File: config.mk
export PLATFORM = sky130hd
export DESIGN_NAME = wb_port_arbiter_flat
export DESIGN_NICKNAME = d
export VERILOG_FILES = /design/src/rtl/wb_arb_pkg.sv /design/src/rtl/wb_port_arbiter_if.sv /design/src/rtl/wb_fifo2.sv /design/src/rtl/wb_port_arbiter.sv /design/src/flat_wrapper.sv
export SDC_FILE = /design/constraint.sdc
export NUM_CORES = 1
export LEC_CHECK = 0
export CORE_MARGIN = 4
export CORE_UTILIZATION = 57
export CTS_BUF_LIST = sky130_fd_sc_hd__clkbuf_2
export DETAILED_ROUTE_END_ITERATION = 10
export PLACE_DENSITY = 0.88
export SLEW_MARGIN = 5
export SYNTH_ARGS = -nofsm -noshare
export SYNTH_HDL_FRONTEND = slang
export SYNTH_SLANG_ARGS = --single-unit
File: constraint.sdc
create_clock -name CLK -period 3.9 [get_ports CLK]
set_clock_uncertainty 0.1 [all_clocks]
set_input_delay 0.78 -clock CLK [delete_from_list [all_inputs] [get_ports CLK]]
set_output_delay 0.78 -clock CLK [all_outputs]
set_load 0.005 [all_outputs]
File: src/rtl/wb_arb_pkg.sv
// Shared types and sizing for the register-file writeback port arbiter.
// Two requesters (ALU and load writeback) feed one register-file write port.
package wb_arb_pkg;

   localparam int DATA_W     = 16;
   localparam int ADDR_W     = 3;
   localparam int NUM_REGS   = 8;
   localparam int FIFO_DEPTH = 2;
   localparam int CNT_W      = $clog2(FIFO_DEPTH + 1);

   typedef enum logic {
      REQ_A = 1'b0,
      REQ_B = 1'b1
   } req_id_t;

   typedef struct packed {
      logic [ADDR_W-1:0] addr;
      logic [DATA_W-1:0] data;
   } wr_entry_t;

   function automatic logic [NUM_REGS-1:0] addr_decode(input logic [ADDR_W-1:0] a);
      logic [NUM_REGS-1:0] d;
      d    = '0;
      d[a] = 1'b1;
      return d;
   endfunction

endpackage

File: src/rtl/wb_port_arbiter_if.sv
// Bus bundle between the two writeback requesters, the arbiter and the register file.
// The arbiter sits on the slave modport; the requesters/register file side uses master.
interface wb_port_arbiter_if;
   import wb_arb_pkg::*;

   logic                A_valid;
   logic [ADDR_W-1:0]   A_addr;
   logic [DATA_W-1:0]   A_data;
   logic                A_ready;
   logic                B_valid;
   logic [ADDR_W-1:0]   B_addr;
   logic [DATA_W-1:0]   B_data;
   logic                B_ready;
   logic                Reg_Write;
   logic [ADDR_W-1:0]   Reg_address3;
   logic [DATA_W-1:0]   Reg_input_data;
   logic [NUM_REGS-1:0] Pending;

   modport slave (
      input  A_valid, A_addr, A_data, B_valid, B_addr, B_data,
      output A_ready, B_ready, Reg_Write, Reg_address3, Reg_input_data, Pending
   );

   modport master (
      output A_valid, A_addr, A_data, B_valid, B_addr, B_data,
      input  A_ready, B_ready, Reg_Write, Reg_address3, Reg_input_data, Pending
   );

endinterface

File: src/rtl/wb_fifo2.sv
// Two-entry in-order FIFO for one writeback requester; slot 0 is always the head.
// Exposes count, head and per-entry addresses so the arbiter can build Pending.
module wb_fifo2
   import wb_arb_pkg::*;
(
   input  logic                               clk,
   input  logic                               rst_n,
   input  logic                               push,
   input  wr_entry_t                          push_entry,
   input  logic                               pop,
   output logic [CNT_W-1:0]                   count,
   output wr_entry_t                          head,
   output logic [FIFO_DEPTH-1:0]              entry_valid,
   output logic [FIFO_DEPTH-1:0][ADDR_W-1:0]  entry_addr
);

   logic [CNT_W-1:0]            cnt;
   wr_entry_t [FIFO_DEPTH-1:0]  slot;
   logic                        push_ok;
   logic                        pop_ok;

   // A full FIFO refuses pushes even when it pops in the same cycle.
   assign push_ok = push && (cnt < CNT_W'(FIFO_DEPTH));
   assign pop_ok  = pop && (cnt != '0);

   always_ff @(posedge clk or negedge rst_n) begin
      if (!rst_n) begin
         cnt  <= '0;
         slot <= '0;
      end else begin
         case ({push_ok, pop_ok})
            2'b10: begin
               slot[cnt[0]] <= push_entry;
               cnt          <= cnt + CNT_W'(1);
            end
            2'b01: begin
               slot[0] <= slot[1];
               cnt     <= cnt - CNT_W'(1);
            end
            2'b11: begin
               // Only reachable with one entry: the new write becomes the head.
               slot[0] <= push_entry;
            end
            default: ;
         endcase
      end
   end

   assign count       = cnt;
   assign head        = slot[0];
   assign entry_valid = {cnt == CNT_W'(2), cnt != '0};

   always_comb begin
      entry_addr = '0;
      for (int i = 0; i < FIFO_DEPTH; i++) begin
         entry_addr[i] = slot[i].addr;
      end
   end

endmodule

File: src/rtl/wb_port_arbiter.sv
// Arbitrates ALU (A) and load (B) writebacks onto one registered register-file write port.
// Default is round-robin with A winning same-address ties; define WB_ARB_FIXED_PRIO_EN for fixed A priority.
module wb_port_arbiter
   import wb_arb_pkg::*;
(
   input  logic              CLK,
   input  logic              Reset_n,
   wb_port_arbiter_if.slave  bus
);

   logic [CNT_W-1:0]                   cnt_a, cnt_b;
   wr_entry_t                          head_a, head_b;
   logic [FIFO_DEPTH-1:0]              ev_a, ev_b;
   logic [FIFO_DEPTH-1:0][ADDR_W-1:0]  ea_a, ea_b;
   logic                               ready_a, ready_b;
   logic                               grant_a, grant_b;
   logic                               reg_write_q;
   logic [ADDR_W-1:0]                  reg_addr_q;
   logic [DATA_W-1:0]                  reg_data_q;
   logic [NUM_REGS-1:0]                pending;

   assign ready_a = cnt_a < CNT_W'(FIFO_DEPTH);
   assign ready_b = cnt_b < CNT_W'(FIFO_DEPTH);

   wb_fifo2 u_fifo_a (
      .clk         (CLK),
      .rst_n       (Reset_n),
      .push        (bus.A_valid && ready_a),
      .push_entry  ({bus.A_addr, bus.A_data}),
      .pop         (grant_a),
      .count       (cnt_a),
      .head        (head_a),
      .entry_valid (ev_a),
      .entry_addr  (ea_a)
   );

   wb_fifo2 u_fifo_b (
      .clk         (CLK),
      .rst_n       (Reset_n),
      .push        (bus.B_valid && ready_b),
      .push_entry  ({bus.B_addr, bus.B_data}),
      .pop         (grant_b),
      .count       (cnt_b),
      .head        (head_b),
      .entry_valid (ev_b),
      .entry_addr  (ea_b)
   );

`ifdef WB_ARB_FIXED_PRIO_EN
   always_comb begin
      grant_a = ev_a[0];
      grant_b = ev_b[0] && !ev_a[0];
   end
`else
   req_id_t last_grant;

   // Same-address heads go to A first so the load result lands last.
   always_comb begin
      grant_a = 1'b0;
      grant_b = 1'b0;
      if (ev_a[0] && ev_b[0]) begin
         if ((head_a.addr == head_b.addr) || (last_grant == REQ_B)) begin
            grant_a = 1'b1;
         end else begin
            grant_b = 1'b1;
         end
      end else begin
         grant_a = ev_a[0];
         grant_b = ev_b[0];
      end
   end

   always_ff @(posedge CLK or negedge Reset_n) begin
      if (!Reset_n) begin
         last_grant <= REQ_B;
      end else if (grant_a) begin
         last_grant <= REQ_A;
      end else if (grant_b) begin
         last_grant <= REQ_B;
      end
   end
`endif

   always_ff @(posedge CLK or negedge Reset_n) begin
      if (!Reset_n) begin
         reg_write_q <= 1'b0;
         reg_addr_q  <= '0;
         reg_data_q  <= '0;
      end else begin
         reg_write_q <= grant_a || grant_b;
         if (grant_a) begin
            reg_addr_q <= head_a.addr;
            reg_data_q <= head_a.data;
         end else if (grant_b) begin
            reg_addr_q <= head_b.addr;
            reg_data_q <= head_b.data;
         end
      end
   end

   always_comb begin
      pending = '0;
      for (int i = 0; i < FIFO_DEPTH; i++) begin
         if (ev_a[i]) pending = pending | addr_decode(ea_a[i]);
         if (ev_b[i]) pending = pending | addr_decode(ea_b[i]);
      end
      if (reg_write_q) pending = pending | addr_decode(reg_addr_q);
   end

   assign bus.A_ready        = ready_a;
   assign bus.B_ready        = ready_b;
   assign bus.Reg_Write      = reg_write_q;
   assign bus.Reg_address3   = reg_addr_q;
   assign bus.Reg_input_data = reg_data_q;
   assign bus.Pending        = pending;

endmodule

File: src/flat_wrapper.sv
// flat-port wrapper written by rule: the top's interface ports become plain ports
module wb_port_arbiter_flat import wb_arb_pkg::*;
  (CLK, Reset_n, bus_A_valid, bus_A_addr, bus_A_data, bus_B_valid, bus_B_addr, bus_B_data, bus_A_ready, bus_B_ready, bus_Reg_Write, bus_Reg_address3, bus_Reg_input_data, bus_Pending);
  wb_port_arbiter_if bus_i ();
  input  logic CLK;
  input  logic Reset_n;
  input wire logic [$bits(bus_i.A_valid)-1:0] bus_A_valid;
  input wire logic [$bits(bus_i.A_addr)-1:0] bus_A_addr;
  input wire logic [$bits(bus_i.A_data)-1:0] bus_A_data;
  input wire logic [$bits(bus_i.B_valid)-1:0] bus_B_valid;
  input wire logic [$bits(bus_i.B_addr)-1:0] bus_B_addr;
  input wire logic [$bits(bus_i.B_data)-1:0] bus_B_data;
  output wire logic [$bits(bus_i.A_ready)-1:0] bus_A_ready;
  output wire logic [$bits(bus_i.B_ready)-1:0] bus_B_ready;
  output wire logic [$bits(bus_i.Reg_Write)-1:0] bus_Reg_Write;
  output wire logic [$bits(bus_i.Reg_address3)-1:0] bus_Reg_address3;
  output wire logic [$bits(bus_i.Reg_input_data)-1:0] bus_Reg_input_data;
  output wire logic [$bits(bus_i.Pending)-1:0] bus_Pending;
  assign bus_i.A_valid = bus_A_valid;
  assign bus_i.A_addr = bus_A_addr;
  assign bus_i.A_data = bus_A_data;
  assign bus_i.B_valid = bus_B_valid;
  assign bus_i.B_addr = bus_B_addr;
  assign bus_i.B_data = bus_B_data;
  assign bus_A_ready = bus_i.A_ready;
  assign bus_B_ready = bus_i.B_ready;
  assign bus_Reg_Write = bus_i.Reg_Write;
  assign bus_Reg_address3 = bus_i.Reg_address3;
  assign bus_Reg_input_data = bus_i.Reg_input_data;
  assign bus_Pending = bus_i.Pending;
  wb_port_arbiter u_core (.CLK(CLK), .Reset_n(Reset_n), .bus(bus_i));
endmodule
==> impl_metrics.env <==
export IMPL_status="complete, no violations"
export IMPL_dp_hpwl_um=8870
export IMPL_postCtsHoldBufs=0
export IMPL_synth_distinct_cells=41
export IMPL_drv_cap=0
export IMPL_grt_pass1_wl_um=20400
export IMPL_wl_met2_um=6090
export IMPL_drt_iter0_markers=356
export IMPL_start_kind="register"
export IMPL_syn_nets=572
export IMPL_seq_area_frac_synth=0.480
export IMPL_syn_area_um2=5260
export IMPL_synthArstFlopShare=1.00
export IMPL_wl_um=12600
export IMPL_maxSlewViolCount=0
export IMPL_initial_core_util=0.595
export IMPL_wl_met1_um=5700
export IMPL_min_period_over_period=0.920
export IMPL_grt_pass1_vias=3972
export IMPL_syn_mean_instance_area_um2=10.1
export IMPL_ant_nets=0
export IMPL_ioPinCount=72
export IMPL_numCtsBuffers=9
export IMPL_postCtsSetupRepairBufs=0
export IMPL_hp_class="input pin to async pin"
export IMPL_die_area_um2=10800
export IMPL_required_ns=3.02
export IMPL_grt_max_degree=70
export IMPL_io_buffers=71
export IMPL_yosysTopAreaCell="dfrtp_1"
export IMPL_cts_resized_gates=0
export IMPL_pre_cts_slack_ns=0.878
export IMPL_netlist_top_cells_area="dfrtp_1, mux2_2, a22o_1, nand2_1, nor2_1"
export IMPL_ys_warn_count=0
export IMPL_drive_gt1_frac=0.160
export IMPL_core_um2=8850
export IMPL_worstPathArrival_ns=2.71
export IMPL_timing_fmax_mhz=279
export IMPL_remaining_drc_errors=0
export IMPL_tritoncts="yes"
export IMPL_synth_edf_count=0
export IMPL_critPathSlowestCell="dfrtp_1"
export IMPL_htreeDepth=3
export IMPL_rsz0062_at_grt="no"
export IMPL_yosysMostFrequentCell="dfrtp_1"
export IMPL_fp_dieW_um=104
export IMPL_synthCells=522
export IMPL_worstMarginPinSlew_ns=0.853
export IMPL_vias_per_cell=6.11
export IMPL_max_slew_margin=0.430
export IMPL_setup_slack_ns=0.313
export IMPL_setup_viol_count_final=0
export IMPL_path_clk_slew_ns=0.24
export IMPL_die_h_um=104
export IMPL_fill_cells=677
export IMPL_clkLatencyLatePin_ns=0.55
export IMPL_path_cells="or2_1, and2_0, a31oi_1, nand4_1, clkdlybuf4s50_1"
export IMPL_antennaDiodeCount=0
export IMPL_wl_per_cell_um=18.4
export IMPL_root_buffer="clkbuf_2"
export IMPL_yosysTopAreaCellShare=0.475
export IMPL_fin_crit_ns=3.59
export IMPL_irDropWorstVdd_mv=0.613
export IMPL_overflow=0
export IMPL_finalSetupTns_ns=0
export IMPL_globalRouteTotalUtil=0.233
export IMPL_synthToLayoutAreaGrowth_pct=16.2
export IMPL_routed_wl_met3_um=675
export IMPL_cpPeakStageDelay_ns=0.67
export IMPL_row_count=34
export IMPL_critPathCaptureType="output port"
export IMPL_p_leak_nw=2.59
export IMPL_dr_pass1_iters=5
export IMPL_setup_worst_path_class="register to output port"
export IMPL_route_vias_total=4177
export IMPL_hold_viol_final=0
export IMPL_synth_ff_type="dfrtp_1"
export IMPL_gp_congestion=0.862
export IMPL_cts_path_max_buffers=2
export IMPL_layout_nets=622
export IMPL_crit_fanout=10
export IMPL_numClockSinks=101
export IMPL_yosys_register_bits=101
export IMPL_antenna_found_initial=0
export IMPL_ys_top_cells_by_count="dfrtp_1, nand2_1, nor2_1"
export IMPL_highest_layer="met4"
export IMPL_powerDensity_nw_per_um2=1060
[stage by stage]
stage | std cells | power (mW) | hold WS (ns) | util | area, um2
2_1_floorplan | 522 | 4.84 | 0.339 | - | 5260
3_3_place_gp | 669 | 5.80 | 0.354 | 0.677 | 5990
3_5_place_dp | 669 | 5.93 | 0.358 | 0.677 | 5990
4_1_cts | 684 | 6.49 | 0.202 | 0.691 | 6110
5_1_grt | 684 | 6.99 | 0.193 | 0.691 | 6110
6_report | 684 | 6.50 | 0.203 | 0.691 | 6110
[layer usage]
| metal | vias up | track usage |
|---|---|---|
| li1 | 1975 | - |
| met1 | 2060 | 0.323 |
| met2 | 132 | 0.372 |
| met3 | 10 | 0.0602 |
| met4 | 0 | 0.0484 |
| met5 | - | 0 |
[power by group]
group	internal (mW)	leakage [nW]	total, mW	switching, mW
Sequential	1.63	1.21	2.14	0.509
Combinational	1.76	1.31	3.82	2.06
Clock	0.209	0.0771	0.540	0.332
Total	3.60	2.59	6.50	2.90
[flip-flops by register name, summed over array words and instances, names as in the netlist]
| register | cells |
|---|---|
| u_core.bus.Reg_input_data | 16 |
| u_core.u_fifo_a.head | 16 |
| u_core.u_fifo_a.slot | 16 |
| u_core.u_fifo_b.head | 16 |
| u_core.u_fifo_b.slot | 16 |
| u_core.u_fifo_a.entry_addr | 6 |
| u_core.u_fifo_b.entry_addr | 6 |
| u_core.bus.Reg_address3 | 3 |
| u_core.u_fifo_a.count | 2 |
| u_core.u_fifo_b.count | 2 |
| u_core.bus.Reg_Write | 1 |
| u_core.last_grant | 1 |
[final cells by class]
cell class | count | area (um2) | area share
clock inverters | 5 | 76.3 | 0.0125
inverters | 13 | 48.8 | 0.00798
well taps | 108 | 135 | 0.0221
clock buffers | 10 | 50.0 | 0.00818
flip-flops and latches | 101 | 2530 | 0.414
multi-input cells | 367 | 2500 | 0.409
repair buffers | 80 | 776 | 0.127
[path summary, 6_finish.rpt]
check	depth (start not counted)	from	endpoint	slack [ns]
setup / recovery	5	u_core.u_fifo_a.count[0]	bus_Pending[7]	0.31
hold / removal	1	Reset_n	u_core.u_fifo_a.head[13]	0.20
setup reg to reg	7	u_core.u_fifo_b.count[0]	u_core.u_fifo_a.slot[30]	0.87
hold reg to reg	2	u_core.u_fifo_b.head[13]	u_core.bus.Reg_input_data[13]	0.41
max in group asynchronous	2	Reset_n	u_core.last_grant	2.64
min in group CLK	2	u_core.u_fifo_b.head[13]	u_core.bus.Reg_input_data[13]	0.41
[critical path, delay by kind of cell (launching register included)]
| kind | cells | cell delay [ns] |
|---|---|---|
| simple gates | 3 | 0.82 |
| flops | 1 | 0.67 |
| buf+inv | 1 | 0.53 |
| compound gates | 1 | 0.14 |
[placed cells by master (no fill, tap or decap), types with 6 or more instances in the layout]
cell             Yosys  layout
xnor2_1              8       8
nand2_1             80      80
mux2_2              38      38
o21ai_0              6       6
a22o_1              38      38
buf_4                4      10
clkdlybuf4s50_1      0      70
nor2_1              52      51
nand3_1             11      11
a31oi_1             24      23
inv_1               13      13
a21oi_2             11      12
a22oi_2             10      10
a21oi_1             12      11
dfrtp_1            100     100
a22oi_1             23      23
ha_1                 8       8
a32oi_1              6       6
clkbuf_2             0      10
[kinds of logic (layout without fill, tap and decap cells)]
kind of cell,Yosys count,count (layout),share of synthesized area
AND/OR/NAND/NOR,168,168,0.135
AO/OA/AOI/OAI,140,140,0.213
flip-flops,101,101,0.480
buffers and inverters,54,108,0.0471
multiplexers,42,42,0.0889
XOR/XNOR,9,9,0.0164
adder cells (fa/ha/maj),8,8,0.0190
No activity file was read; power rests on OpenSTA's default activity.
